### src/rtl/count_write_loader.sv
// Count-register write loader: assembles CPU count bytes into a 2*BUS_W count per the RW mode.
// Optional BCD nibble clamping and sticky error flag when COUNT_BCD_CHECK_EN is defined.
module count_write_loader #(
  parameter int BUS_W = 8
) (
  input  logic               clk,
  input  logic               rst,
  input  logic               cw_write,
  input  logic [1:0]         cw_rw,
  input  logic               cw_bcd,
  input  logic               wr_strobe,
  input  logic [BUS_W-1:0]   data_in,
  output logic [2*BUS_W-1:0] new_count,
  output logic               load,
  output logic               count_hold,
  output logic               null_count,
  output logic               bcd_err
);

  typedef enum logic [1:0] {
    UNPROG       = 2'd0,
    EXPECT_FIRST = 2'd1,
    EXPECT_MSB   = 2'd2
  } state_t;

  state_t               r_state, w_state_nxt;
  logic [1:0]           r_rw, w_rw_nxt;
  logic [BUS_W-1:0]     r_lsb, w_lsb_nxt;
  logic [2*BUS_W-1:0]   r_count, w_count_nxt;
  logic                 r_load, w_load_nxt;
  logic                 r_hold, w_hold_nxt;
  logic                 r_null, w_null_nxt;
  logic                 r_err, w_err_nxt;
  logic [BUS_W-1:0]     w_byte;
  logic                 w_bad;

`ifdef COUNT_BCD_CHECK_EN
  logic                 r_bcd, w_bcd_nxt;

  function automatic logic [BUS_W-1:0] bcd_clamp(input logic [BUS_W-1:0] b);
    logic [BUS_W-1:0] r;
    r = b;
    for (int i = 0; i < BUS_W / 4; i++)
      if (b[i*4 +: 4] > 4'd9) r[i*4 +: 4] = 4'd9;
    return r;
  endfunction

  function automatic logic bcd_bad(input logic [BUS_W-1:0] b);
    logic bad;
    bad = 1'b0;
    for (int i = 0; i < BUS_W / 4; i++)
      if (b[i*4 +: 4] > 4'd9) bad = 1'b1;
    return bad;
  endfunction

  assign w_byte = r_bcd ? bcd_clamp(data_in) : data_in;
  assign w_bad  = r_bcd & bcd_bad(data_in);
`else
  assign w_byte = data_in;
  assign w_bad  = 1'b0;
`endif

  always_comb begin
    w_state_nxt = r_state;
    w_rw_nxt    = r_rw;
    w_lsb_nxt   = r_lsb;
    w_count_nxt = r_count;
    w_load_nxt  = 1'b0;
    w_hold_nxt  = r_hold;
    w_null_nxt  = r_null;
    w_err_nxt   = r_err;
`ifdef COUNT_BCD_CHECK_EN
    w_bcd_nxt   = r_bcd;
`endif
    // A real control word wins over a coincident data byte; a latch command (RW=00) is transparent.
    if (cw_write && cw_rw != 2'b00) begin
      w_rw_nxt    = cw_rw;
      w_null_nxt  = 1'b1;
      w_hold_nxt  = 1'b0;
      w_err_nxt   = 1'b0;
      w_state_nxt = EXPECT_FIRST;
`ifdef COUNT_BCD_CHECK_EN
      w_bcd_nxt   = cw_bcd;
`endif
    end else if (wr_strobe) begin
      case (r_state)
        EXPECT_FIRST: begin
          case (r_rw)
            2'b01: begin
              w_count_nxt = {{BUS_W{1'b0}}, w_byte};
              w_load_nxt  = 1'b1;
              w_null_nxt  = 1'b0;
              w_err_nxt   = r_err | w_bad;
            end
            2'b10: begin
              w_count_nxt = {w_byte, {BUS_W{1'b0}}};
              w_load_nxt  = 1'b1;
              w_null_nxt  = 1'b0;
              w_err_nxt   = r_err | w_bad;
            end
            2'b11: begin
              w_lsb_nxt   = w_byte;
              w_hold_nxt  = 1'b1;
              w_err_nxt   = r_err | w_bad;
              w_state_nxt = EXPECT_MSB;
            end
            default: ;
          endcase
        end
        EXPECT_MSB: begin
          w_count_nxt = {w_byte, r_lsb};
          w_hold_nxt  = 1'b0;
          w_load_nxt  = 1'b1;
          w_null_nxt  = 1'b0;
          w_err_nxt   = r_err | w_bad;
          w_state_nxt = EXPECT_FIRST;
        end
        default: ;
      endcase
    end
  end

  always_ff @(posedge clk) begin
    if (rst) begin
      r_state <= UNPROG;
      r_rw    <= 2'b00;
      r_lsb   <= '0;
      r_count <= '0;
      r_load  <= 1'b0;
      r_hold  <= 1'b0;
      r_null  <= 1'b0;
      r_err   <= 1'b0;
`ifdef COUNT_BCD_CHECK_EN
      r_bcd   <= 1'b0;
`endif
    end else begin
      r_state <= w_state_nxt;
      r_rw    <= w_rw_nxt;
      r_lsb   <= w_lsb_nxt;
      r_count <= w_count_nxt;
      r_load  <= w_load_nxt;
      r_hold  <= w_hold_nxt;
      r_null  <= w_null_nxt;
      r_err   <= w_err_nxt;
`ifdef COUNT_BCD_CHECK_EN
      r_bcd   <= w_bcd_nxt;
`endif
    end
  end

  assign new_count  = r_count;
  assign load       = r_load;
  assign count_hold = r_hold;
  assign null_count = r_null;
  assign bcd_err    = r_err;

endmodule

### config.mk
export PLATFORM = sky130hd
export DESIGN_NAME = count_write_loader
export DESIGN_NICKNAME = d
export VERILOG_FILES = /design/src/rtl/count_write_loader.sv
export SDC_FILE = /design/constraint.sdc
export NUM_CORES = 1
export LEC_CHECK = 0
export CAP_MARGIN = 20
export CORE_UTILIZATION = 44
export CTS_CLUSTER_DIAMETER = 40
export CTS_CLUSTER_SIZE = 12
export DETAILED_ROUTE_END_ITERATION = 12
export PLACE_DENSITY = 0.72
export SLEW_MARGIN = 25
export SYNTH_ARGS = -nofsm -noshare
export SYNTH_HDL_FRONTEND = slang
export SYNTH_SLANG_ARGS = --single-unit
### constraint.sdc
create_clock -name clk -period 1.6 [get_ports clk]
set_input_delay 0.48 -clock clk [delete_from_list [all_inputs] [get_ports clk]]
set_output_delay 0.48 -clock clk [all_outputs]
set_load 0.01 [all_outputs]
==> impl_metrics.prom <==
# TYPE chip_impl_metric gauge
chip_impl_metric{name="remaining_number_of_nets_flagged_by_the_antenna_check_after_routing",unit=""} 0
chip_impl_metric{name="drt_iter0_markers",unit=""} 72
chip_impl_metric{name="hold_viol",unit=""} 0
chip_impl_metric{name="sw_frac_of_total",unit="%"} 27.5
chip_impl_info{name="cts_tree",value="built"} 1
chip_impl_metric{name="finalMaxSlewViolations",unit=""} 0
chip_impl_metric{name="finish.utilization",unit="%"} 68.3
chip_impl_metric{name="seq_area_frac_synth",unit="%"} 40.0
chip_impl_metric{name="crit_fanout",unit=""} 10
chip_impl_metric{name="grt_start_max_net_pins",unit=""} 39
chip_impl_metric{name="core-area",unit="mm²"} 0.00315
chip_impl_metric{name="grt_use_total",unit="%"} 23.6
chip_impl_metric{name="dr.pass1.iters",unit=""} 5
chip_impl_metric{name="htree_num_levels",unit=""} 2
chip_impl_metric{name="core.rowCount",unit=""} 20
chip_impl_info{name="setup.worst_path.class",value="register to register"} 1
chip_impl_metric{name="num_vias",unit=""} 1492
chip_impl_metric{name="finish.instance_area",unit="mm²"} 0.00215
chip_impl_metric{name="dpl_cell_area",unit="mm²"} 0.00203
chip_impl_metric{name="gp_congestion",unit=""} 0.796
chip_impl_metric{name="detail_route.wl_per_cell",unit="µm"} 15.2
chip_impl_metric{name="cts_buffer_depth",unit=""} 2
chip_impl_metric{name="drc",unit=""} 0
chip_impl_metric{name="syn_area_per_cell",unit="µm²"} 8.84
chip_impl_metric{name="cp_data_arrival_time",unit="ns"} 1.86
chip_impl_metric{name="postSynthCellCount",unit=""} 170
chip_impl_metric{name="initial_core_util",unit="%"} 47.7
chip_impl_metric{name="cts.sink_count",unit=""} 30
chip_impl_info{name="cp-end-kind",value="register"} 1
chip_impl_metric{name="clk_latency",unit="ns"} 0.33
chip_impl_metric{name="synth.net_count",unit=""} 189
chip_impl_metric{name="required",unit="ns"} 1.86
chip_impl_metric{name="boundaryPins",unit=""} 35
chip_impl_metric{name="net-switching-power",unit="mW"} 0.428
chip_impl_metric{name="areaGrowthSynthToFinish",unit="%"} 43.2
chip_impl_metric{name="achievable-frequency",unit="GHz"} 0.629
chip_impl_metric{name="power.ir.vdd_worst",unit="mV"} 0.376
chip_impl_metric{name="via_count_of_the_first_global_routing_pass",unit=""} 1396
chip_impl_info{name="run_status",value="finished clean"} 1
chip_impl_metric{name="numPlacedInstances",unit=""} 255
chip_impl_metric{name="place.detailed.hpwl",unit="µm"} 2750
chip_impl_metric{name="route.met2.wl",unit="µm"} 2080
chip_impl_metric{name="route.final.wire_length",unit="µm"} 4080
chip_impl_metric{name="met1Wirelength",unit="µm"} 1790
chip_impl_metric{name="die-area",unit="mm²"} 0.00365
chip_impl_info{name="worst_hold_startpoint",value="new_count[12]"} 1
chip_impl_metric{name="floorplan.die.height",unit="µm"} 60.4
chip_impl_info{name="highest-signal-layer",value="met4"} 1
chip_impl_metric{name="place.port_buffers",unit=""} 32
chip_impl_metric{name="overflow",unit=""} 0
chip_impl_metric{name="seqPwrFrac",unit="%"} 49.9
chip_impl_metric{name="clockPowerShare",unit="%"} 30.6
chip_impl_metric{name="route.met3.wl",unit="µm"} 173
chip_impl_metric{name="num_antenna_cells",unit=""} 0
chip_impl_info{name="clockRootBuffer",value="clkbuf_4"} 1
chip_impl_metric{name="final_cycle_utilization_of_the_critical_path",unit="%"} 99.4
chip_impl_metric{name="drive_gt1_share",unit="%"} 23.7
chip_impl_info{name="critPathLaunch",value="count_hold"} 1
chip_impl_metric{name="clock-skew-final",unit="ns"} 0.00941
chip_impl_info{name="cp-start-kind",value="register"} 1
chip_impl_metric{name="number_of_buffers_created_by_cts",unit=""} 5
chip_impl_metric{name="post-route-min-period",unit="ns"} 1.59
chip_impl_metric{name="antenna_found_initial",unit=""} 0
chip_impl_info{name="reg2reg_from",value="count_hold"} 1
chip_impl_metric{name="synth_seq_cells",unit=""} 30
chip_impl_metric{name="avg_vias_per_cell",unit=""} 5.57
chip_impl_metric{name="clkTransAtPathRegs",unit="ns"} 0.09
chip_impl_info{name="grt_setup_unrepaired",value="true"} 1
chip_impl_metric{name="layoutNonFillerInstCount",unit=""} 268
chip_impl_metric{name="cellPowerDensity",unit="mW/mm²"} 724
chip_impl_metric{name="die_w",unit="µm"} 60.4
chip_impl_metric{name="setup_viol",unit=""} 0
chip_impl_info{name="min-delay-path-class",value="register to register"} 1
chip_impl_metric{name="power.leakage",unit="nW"} 0.861
chip_impl_metric{name="final_nets",unit=""} 242
chip_impl_metric{name="p_int",unit="mW"} 1.13
chip_impl_metric{name="syn-cell-area",unit="mm²"} 0.00150
chip_impl_metric{name="maxCapViolations",unit=""} 0
chip_impl_metric{name="yosysWarnings",unit=""} 0
chip_impl_metric{name="synth_cell_types",unit=""} 28
chip_impl_metric{name="wire_length_of_the_first_global_routing_pass",unit="µm"} 6340
chip_impl_metric{name="power.combinational.fraction",unit="%"} 19.5
-- layout by cell type, fill, tap and decap left out, types with 8 or more instances in the layout --
master / instances
a21oi_1: 18
o31ai_1: 8
a31oi_1: 9
o21ai_0: 12
mux2i_1: 9
nand2b_1: 16
clkdlybuf4s50_1: 11
dfxtp_1: 28
buf_4: 24
dlygate4sd2_1: 21
-- power by group through the flow --
stage / logic [mW] / clock network, mW / registers [mW]
after global routing: 0.330 / 0.517 / 0.780
after CTS: 0.282 / 0.491 / 0.778
after floorplan: 0.141 / 0 / 0.800
after detailed placement: 0.281 / 0 / 0.796
after global placement: 0.273 / 0 / 0.794
final: 0.305 / 0.476 / 0.778
-- Yosys cell counts --
library cell	number	area, µm²
ha_1	4	50.1
o31ai_1	8	60.1
nand2_1	5	18.8
inv_1	6	22.5
and2_1	1	6.26
mux2i_1	9	90.1
nand2b_1	17	106
o21ai_0	13	65.1
and4b_1	1	10.0
buf_4	1	7.51
a31oi_1	9	56.3
o21a_1	1	7.51
nor3_4	1	16.3
buf_1	1	3.75
nor2b_1	1	6.26
or4_1	8	60.1
clkbuf_1	8	30.0
a21oi_1	20	100
dfxtp_1	30	601
buf_2	4	20.0
nor2_4	1	11.3
nor3b_1	8	60.1
o211ai_1	1	7.51
conb_1	1	3.75
buf_6	1	11.3
a211oi_1	8	60.1
nand3_1	1	5.00
nor4_1	1	6.26
-- worst paths after layout --
kind / endpoint / slack (ns) / cells past startpoint
min: new_count[12] / 0.47 / 2
min reg2reg: new_count[12] / 0.47 / 2
max reg2reg: new_count[10] / 0.01 / 5
max: new_count[10] / 0.01 / 5
-- final cells by class --
type                       count  area (µm²)
multi-input combinational    120         881
inverter                       6        22.5
timing repair buffer          60         531
fill                         284        1000
clock buffer                   7        55.1
clock inverter                 1        5.00
tap                           44        55.1
sequential                    30         603
-- per-layer routing --
layer	up-vias	track usage, %
li1	724	-
met4	0	9.42
met5	-	0
met1	720	29.6
met3	4	5.33
met2	44	39.4
-- cell families (layout without fill, tap and decap cells) --
logic type,after synthesis,in the layout,synth area share (%)
other cells,1,1,0.250
fa+ha+maj,4,4,3.33
flops,30,30,40.0
buf+inv,21,74,6.33
simple gates,45,45,20.4
mux,9,9,6.00
compound gates,60,61,23.7
-- worst max-delay path, stage by stage, from the launching register on --
cell	delay, ns
dfxtp_2	0.33
inv_1	0.07
ha_2	0.28
nand2b_4	0.18
or4_1	0.51
a21oi_2	0.16
-- metrics by stage --
stage / setup slack (ns) / power [mW] / hold slack (ns) / setup TNS, ns
floorplan: 0.0438 / 0.941 / 0.449 / 0
finish: 0.00951 / 1.56 / 0.470 / 0
detailed placement: -0.417 / 1.08 / 0.461 / -9.34
CTS: 0.0303 / 1.55 / 0.471 / 0
global placement: -0.373 / 1.07 / 0.457 / -8.24
global route: -0.0343 / 1.63 / 0.502 / -0.136
-- repair_timing --
item	4_1_cts	5_1_grt
hold buffers	0	0
pin swaps	1	4
setup endpoints to repair	36	16
resized for setup	28	11
cloned	1	1
buffers inserted	0	3
-- registers in the layout, summed over array words and instances, names as in the netlist --
name	count
load	1
r_lsb	8
count_hold	1
new_count	16
r_state	1
r_rw	2
null_count	1
Note: power is estimated with default switching activity, not from simulation.
